### src/rtl/latch_sched_defs.sv
// Shared definitions for the latch write scheduler: FSM encoding and the
// phase-counter width helper.
package latch_sched_defs;

   typedef enum logic [2:0] {
      IDLE  = 3'd0,
      SETUP = 3'd1,
      OPEN  = 3'd2,
      HOLD  = 3'd3,
      ACK   = 3'd4
   } state_t;

   // Wide enough to hold the largest phase length minus one, plus a spare bit.
   function automatic int cnt_width(input int setup_cyc, input int open_cyc, input int hold_cyc);
      int m;
      m = setup_cyc;
      if (open_cyc > m) m = open_cyc;
      if (hold_cyc > m) m = hold_cyc;
      return $clog2(m) + 1;
   endfunction

endpackage

### src/rtl/rr_arb2.sv
// Two-way round-robin pick: a lone request wins; on a tie the requester that
// was not granted last time wins.
module rr_arb2 (
   input  logic req0,
   input  logic req1,
   input  logic last,
   output logic gnt_valid,
   output logic gnt_idx
);

   always_comb begin
      gnt_valid = req0 | req1;
      if (req0 && req1) gnt_idx = ~last;
      else              gnt_idx = req1;
   end

endmodule

### src/rtl/latch_write_sched.sv
// Shares one external transparent-latch bank between two 4-phase writers,
// framing each write as setup / open / hold phases so lat_d is stable around lat_c.
module latch_write_sched
   import latch_sched_defs::*;
#(
   parameter int W         = 8,
   parameter int SETUP_CYC = 1,
   parameter int OPEN_CYC  = 1,
   parameter int HOLD_CYC  = 1
) (
   input  logic         clock,
   input  logic         reset_,
   input  logic         req0,
   input  logic [W-1:0] d0,
   output logic         ack0,
   input  logic         req1,
   input  logic [W-1:0] d1,
   output logic         ack1,
   output logic [W-1:0] lat_d,
   output logic         lat_c,
   output logic         busy,
   output logic         owner
);

   localparam int CW = cnt_width(SETUP_CYC, OPEN_CYC, HOLD_CYC);
   localparam logic [CW-1:0] SETUP_LD = CW'(SETUP_CYC - 1);
   localparam logic [CW-1:0] OPEN_LD  = CW'(OPEN_CYC - 1);
   localparam logic [CW-1:0] HOLD_LD  = CW'(HOLD_CYC - 1);

   state_t         r_state, w_state_nxt;
   logic [CW-1:0]  r_cnt, w_cnt_nxt;
   logic [W-1:0]   r_lat_d, w_lat_d_nxt;
   logic           r_lat_c, w_lat_c_nxt;
   logic           r_ack0, w_ack0_nxt;
   logic           r_ack1, w_ack1_nxt;
   logic           r_busy, w_busy_nxt;
   logic           r_owner, w_owner_nxt;
   logic           w_gnt_valid, w_gnt_idx, w_req_owner;

   rr_arb2 u_arb (
      .req0      (req0),
      .req1      (req1),
      .last      (r_owner),
      .gnt_valid (w_gnt_valid),
      .gnt_idx   (w_gnt_idx)
   );

   assign w_req_owner = r_owner ? req1 : req0;

   always_comb begin
      w_state_nxt = r_state;
      w_cnt_nxt   = r_cnt;
      w_lat_d_nxt = r_lat_d;
      w_lat_c_nxt = r_lat_c;
      w_ack0_nxt  = r_ack0;
      w_ack1_nxt  = r_ack1;
      w_busy_nxt  = r_busy;
      w_owner_nxt = r_owner;
      case (r_state)
         IDLE: begin
            if (w_gnt_valid) begin
               w_owner_nxt = w_gnt_idx;
               w_lat_d_nxt = w_gnt_idx ? d1 : d0;
               w_busy_nxt  = 1'b1;
               w_cnt_nxt   = SETUP_LD;
               w_state_nxt = SETUP;
            end
         end
         SETUP: begin
            if (r_cnt == '0) begin
               w_cnt_nxt   = OPEN_LD;
               w_lat_c_nxt = 1'b1;
               w_state_nxt = OPEN;
            end else begin
               w_cnt_nxt = r_cnt - 1'b1;
            end
         end
         OPEN: begin
            if (r_cnt == '0) begin
               w_cnt_nxt   = HOLD_LD;
               w_lat_c_nxt = 1'b0;
               w_state_nxt = HOLD;
            end else begin
               w_cnt_nxt = r_cnt - 1'b1;
            end
         end
         HOLD: begin
            if (r_cnt == '0) begin
               w_ack0_nxt  = ~r_owner;
               w_ack1_nxt  = r_owner;
               w_state_nxt = ACK;
            end else begin
               w_cnt_nxt = r_cnt - 1'b1;
            end
         end
         ACK: begin
            // Release only once the owner's request is seen low (4-phase return).
            if (!w_req_owner) begin
               w_ack0_nxt  = 1'b0;
               w_ack1_nxt  = 1'b0;
               w_busy_nxt  = 1'b0;
               w_state_nxt = IDLE;
            end
         end
         default: begin
            w_lat_c_nxt = 1'b0;
            w_ack0_nxt  = 1'b0;
            w_ack1_nxt  = 1'b0;
            w_busy_nxt  = 1'b0;
            w_state_nxt = IDLE;
         end
      endcase
   end

   always_ff @(posedge clock) begin
      if (!reset_) begin
         r_state <= IDLE;
         r_cnt   <= '0;
         r_lat_d <= '0;
         r_lat_c <= 1'b0;
         r_ack0  <= 1'b0;
         r_ack1  <= 1'b0;
         r_busy  <= 1'b0;
         r_owner <= 1'b1;
      end else begin
         r_state <= w_state_nxt;
         r_cnt   <= w_cnt_nxt;
         r_lat_d <= w_lat_d_nxt;
         r_lat_c <= w_lat_c_nxt;
         r_ack0  <= w_ack0_nxt;
         r_ack1  <= w_ack1_nxt;
         r_busy  <= w_busy_nxt;
         r_owner <= w_owner_nxt;
      end
   end

   assign lat_d = r_lat_d;
   assign lat_c = r_lat_c;
   assign ack0  = r_ack0;
   assign ack1  = r_ack1;
   assign busy  = r_busy;
   assign owner = r_owner;

endmodule

### config.mk
export PLATFORM = sky130hd
export DESIGN_NAME = latch_write_sched
export DESIGN_NICKNAME = d
export VERILOG_FILES = /design/src/rtl/latch_sched_defs.sv /design/src/rtl/rr_arb2.sv /design/src/rtl/latch_write_sched.sv
export SDC_FILE = /design/constraint.sdc
export NUM_CORES = 1
export LEC_CHECK = 0
export CORE_MARGIN = 1
export CORE_UTILIZATION = 36
export DETAILED_ROUTE_END_ITERATION = 8
export HOLD_SLACK_MARGIN = 0.15
export PLACE_DENSITY = 0.75
export SLEW_MARGIN = 40
export SYNTH_ARGS = -nofsm -noshare
export SYNTH_HDL_FRONTEND = slang
export SYNTH_HIERARCHICAL = 1
export SYNTH_SLANG_ARGS = --single-unit
### constraint.sdc
create_clock -name clock -period 1.3 [get_ports clock]
set_input_delay 0.26 -clock clock [delete_from_list [all_inputs] [get_ports clock]]
set_output_delay 0.26 -clock clock [all_outputs]
set_load 0.1 [all_outputs]
==> reports/results.txt <==
The flow ran to the end, and the final reports show no timing, DRC or antenna violations. The class of the most critical hold timing path was reg2reg. The area of the die is 2230 um2, and the utilization after layout is 0.722. Entering global routing, the biggest net connects 12 pins.

The switching share of power is 0.405. Summing all non-filler instances in the final layout gives an area of 1400 um2. The synthesized design contains 16 register bits.

The tools report the setup TNS as 0 ps. The fraction of power consumed by sequential logic is 0.317. The clock transition time at the flip-flop clock pins of the worst setup and hold paths is 90 ps. The setup path with the least slack is of type reg2reg. Once placement finished, the instance area stood at 1280 um2. The first detailed-routing pass ran for 3 iterations. The area of the placeable core came out at 1940 um2. Walking the worst path, the cells encountered are nor4b_4 > buf_4 > buf_12 > nand2_1 > o211a_1.

The number of antenna violations at the first check in global routing is 0, and the overflow left after global routing is 0. For the reg-to-reg setup timing slack, the log shows 20 ps. The data required time at the worst endpoint is 1490 ps. The worst setup path is captured at a flip-flop. In this run the core area contains 16 standard-cell rows. From bottom edge to top edge, the die measures 47.2 um. The fraction of final layout cells sized beyond drive strength 1 was 0.358. The slew at the pin closest to its max-slew limit is 231 ps. The tools report the portion of total power attributed to combinational logic as 0.519.

Setup repair after global routing could not meet its margin everywhere. The power density of the placed cells is 1440 nW/um2, and the synthesized area is 737 um2. The completed layout was analyzed and its total power is 2.02 mW. The root buffer selected by CTS was sky130_fd_sc_hd__clkbuf_4. Counting distinct cell types in the post-synthesis netlist gives 24. Setup violations remaining at the end of the flow were counted as 0. The worst setup slack after layout is 20.3 ps, and the total area of sequential cells is 334 um2.

For this design, the slowest cell found on the critical path is sky130_fd_sc_hd__dfxtp_4. The first global-routing pass estimated 3.11 mm of wire. The number of hold-slack violations in the final timing report is 0. The die width is 47.2 um, and the remaining antenna violation count after routing is 0. The clock passes through at most 2 buffers. The congestion estimate from routability-driven global placement came to 0.837. After the first detailed-routing iteration, the DRC count stood at 12.

After detailed routing, the number of vias per cell comes to 5.08. OpenSTA, run right after detailed placement, puts the worst setup slack at -409 ps. Summing all multi-input logic gate instances after layout gives 395 um2.

Relative to the synthesized area, the layout overhead comes to 90.3%. On the final layout, the worst clock skew is 6.47 ps. The cell taking the most area after synthesis was sky130_fd_sc_hd__dfxtp_1. The tools report the H-tree depth as 1.

During placement, the flow inserted port buffers numbering 32. The Yosys step of the flow raised 6 warnings. The maximum VDD drop was 0.00102 V.

The highest attainable clock frequency was 781 MHz. Final hold analysis gives a worst-case slack of 506 ps. The antenna diode count came out at 0.

Part of the Yosys area used for sequential elements: 0.435. For this design the static power due to leakage is 0.674 nW. The share of synthesized registers carrying an async set or reset is 0, and the starting density of the core is 0.380. The number of clock buffers added by TritonCTS is 3. The run gives 0.165 as the part of the total power dissipated in the clock network. Counting every net in the synthesized netlist gives 93. At the end of the flow, the number of nets in the layout was 141. The via count of the first global-routing pass came out at 763.

For this run, design rule violations remaining after detail routing come to 0. Grouping stages by cell kind, the critical path spends the most delay in flip-flops. Yosys instantiated no cell more often than sky130_fd_sc_hd__dfxtp_1. Across the run, the number of max-cap violations was 0.

The largest fanout on the critical path was 8. The internal power of the cells totals 1.20 mW. Ranked by total cell area, the synthesized netlist is headed by sky130_fd_sc_hd__dfxtp_1 43%, sky130_fd_sc_hd__mux2i_1 12%, sky130_fd_sc_hd__o211a_1 11%.

The area fraction of the dominant cell type after synthesis was 0.435. The final layout contains routed wiring with a total length of 1.98 mm. The minimum clock period after layout was 1280 ps; the power dissipated by switching net loads was 818 uW.

The total global-route track usage is 0.207, and the headroom to the max-slew limit is 0.845. The portion of the clock cycle consumed by the worst path in the final layout works out to 0.984. Counting the fill cells in the layout gives 159. Leaving out filler cells and counting taps, the final layout contains 147.

TritonCTS built the clock tree. The run gives 16 as the total number of clock tree sinks. STA classifies the critical path startpoint as a flip-flop.

The number of top-level pins was 33. The dominant synthesized flop cell was sky130_fd_sc_hd__dfxtp_1. The count of flip-flops with a built-in enable after synthesis is 0.

Detailed routing inserted a total of 747 vias. After synthesis, the most frequently instantiated cells are 16 x sky130_fd_sc_hd__dfxtp_1, 11 x sky130_fd_sc_hd__nand2_1, 9 x sky130_fd_sc_hd__mux2i_1. The largest stage delay on the critical path is 380 ps. The logs give 137 for the cell count after placement and 73 for the gate count after technology mapping.

Detailed placement ended at an HPWL of 1.39 mm. The critical path contains buffers and inverters numbering 2 combined. Each instance of the synthesized netlist takes up on average 10.1 um2. The data arrival time at the worst-slack endpoint is 1470 ps. For the final count of pins violating max slew, the log shows 0. For the worst-skew pair, the clock arrives at the later sink with an insertion delay of 300 ps. Dividing the detail-routed wire length by the instance count gives 13.5 um.
==> what timing repair did <==
item                       4_1_cts  5_1_grt
pin swaps                        2        1
cloned                           1        1
hold buffers                     0        0
setup buffers                    3        2
setup endpoints to repair        9        9
gates resized for setup          4        6
==> flip-flops by register name, indices dropped and copies added, names as in the netlist <==
name,flops
lat_d,8
ack0,1
busy,1
owner,1
ack1,1
r_state,3
lat_c,1
==> metal layers <==
| metal | global-route usage | vias to the layer above | share of wire |
|---|---|---|---|
| met5 | 0 | - | 0 |
| met4 | 0.154 | 0 | 0.025 |
| met3 | 0.0615 | 7 | 0.056 |
| met2 | 0.356 | 31 | 0.53 |
| met1 | 0.208 | 352 | 0.39 |
| li1 | - | 357 | - |
==> cell usage in the layout (no fill, tap or decap), drive strengths merged <==
master	Yosys	routed
clkdlybuf4s50	0	17
dfxtp	16	16
xnor2	1	1
nand4	1	1
dlygate4sd2	0	2
a41o	1	1
mux2	1	1
nand2b	1	1
a32o	1	1
or2	1	1
a21boi	2	2
mux2i	9	9
nor2	5	5
a22o	1	1
o21ai	1	1
nor3	2	2
clkbuf	2	4
a21oi	2	2
o211a	8	8
nor4b	1	1
bufbuf	0	1
nand2	11	11
nor2b	2	2
buf	3	28
a21o	1	1
==> tightest hold or removal path, delay by kind of cell (launching register included) <==
family / cells / cell delay, ps
DFF: 1 / 350
and+or+nand+nor: 1 / 70
AOI/OAI and AO/OA: 1 / 60
==> power groups by stage <==
| stage | Combinational, mW | Sequential (mW) | Clock (mW) |
|---|---|---|---|
| finish | 1.05 | 0.640 | 0.333 |
| global route | 1.10 | 0.649 | 0.352 |
| CTS | 1.02 | 0.639 | 0.335 |
| detailed placement | 0.965 | 0.648 | 0 |
| global placement | 0.948 | 0.647 | 0 |
| floorplan | 0.210 | 1.01 | 0 |
==> kinds of logic after synthesis <==
kind of cell | count (synthesis) | share of synthesized area
flops | 16 | 0.435
simple gates | 24 | 0.170
xor+xnor | 1 | 0.0119
buf+inv | 5 | 0.0475
compound gates | 17 | 0.199
mux | 10 | 0.138
==> layout make-up <==
| type | instances | share of cell area |
|---|---|---|
| clock buffers | 4 | 0.0259 |
| well taps | 27 | 0.0241 |
| flip-flops and latches | 16 | 0.238 |
| multi-input cells | 52 | 0.282 |
| repair buffers | 48 | 0.430 |
==> final timing paths <==
| check | start | end | depth (start not counted) |
|---|---|---|---|
| worst min register to register | busy$_SDFFE_PN0P_ | busy$_SDFFE_PN0P_ | 2 |
| worst min-delay path | busy$_SDFFE_PN0P_ | busy$_SDFFE_PN0P_ | 2 |
| worst max-delay path | r_state[1]$_SDFFE_PN0P_ | lat_d[2]$_SDFFE_PN0P_ | 5 |
| worst max register to register | r_state[1]$_SDFFE_PN0P_ | lat_d[2]$_SDFFE_PN0P_ | 5 |
Note: power is estimated with default switching activity, not from simulation.
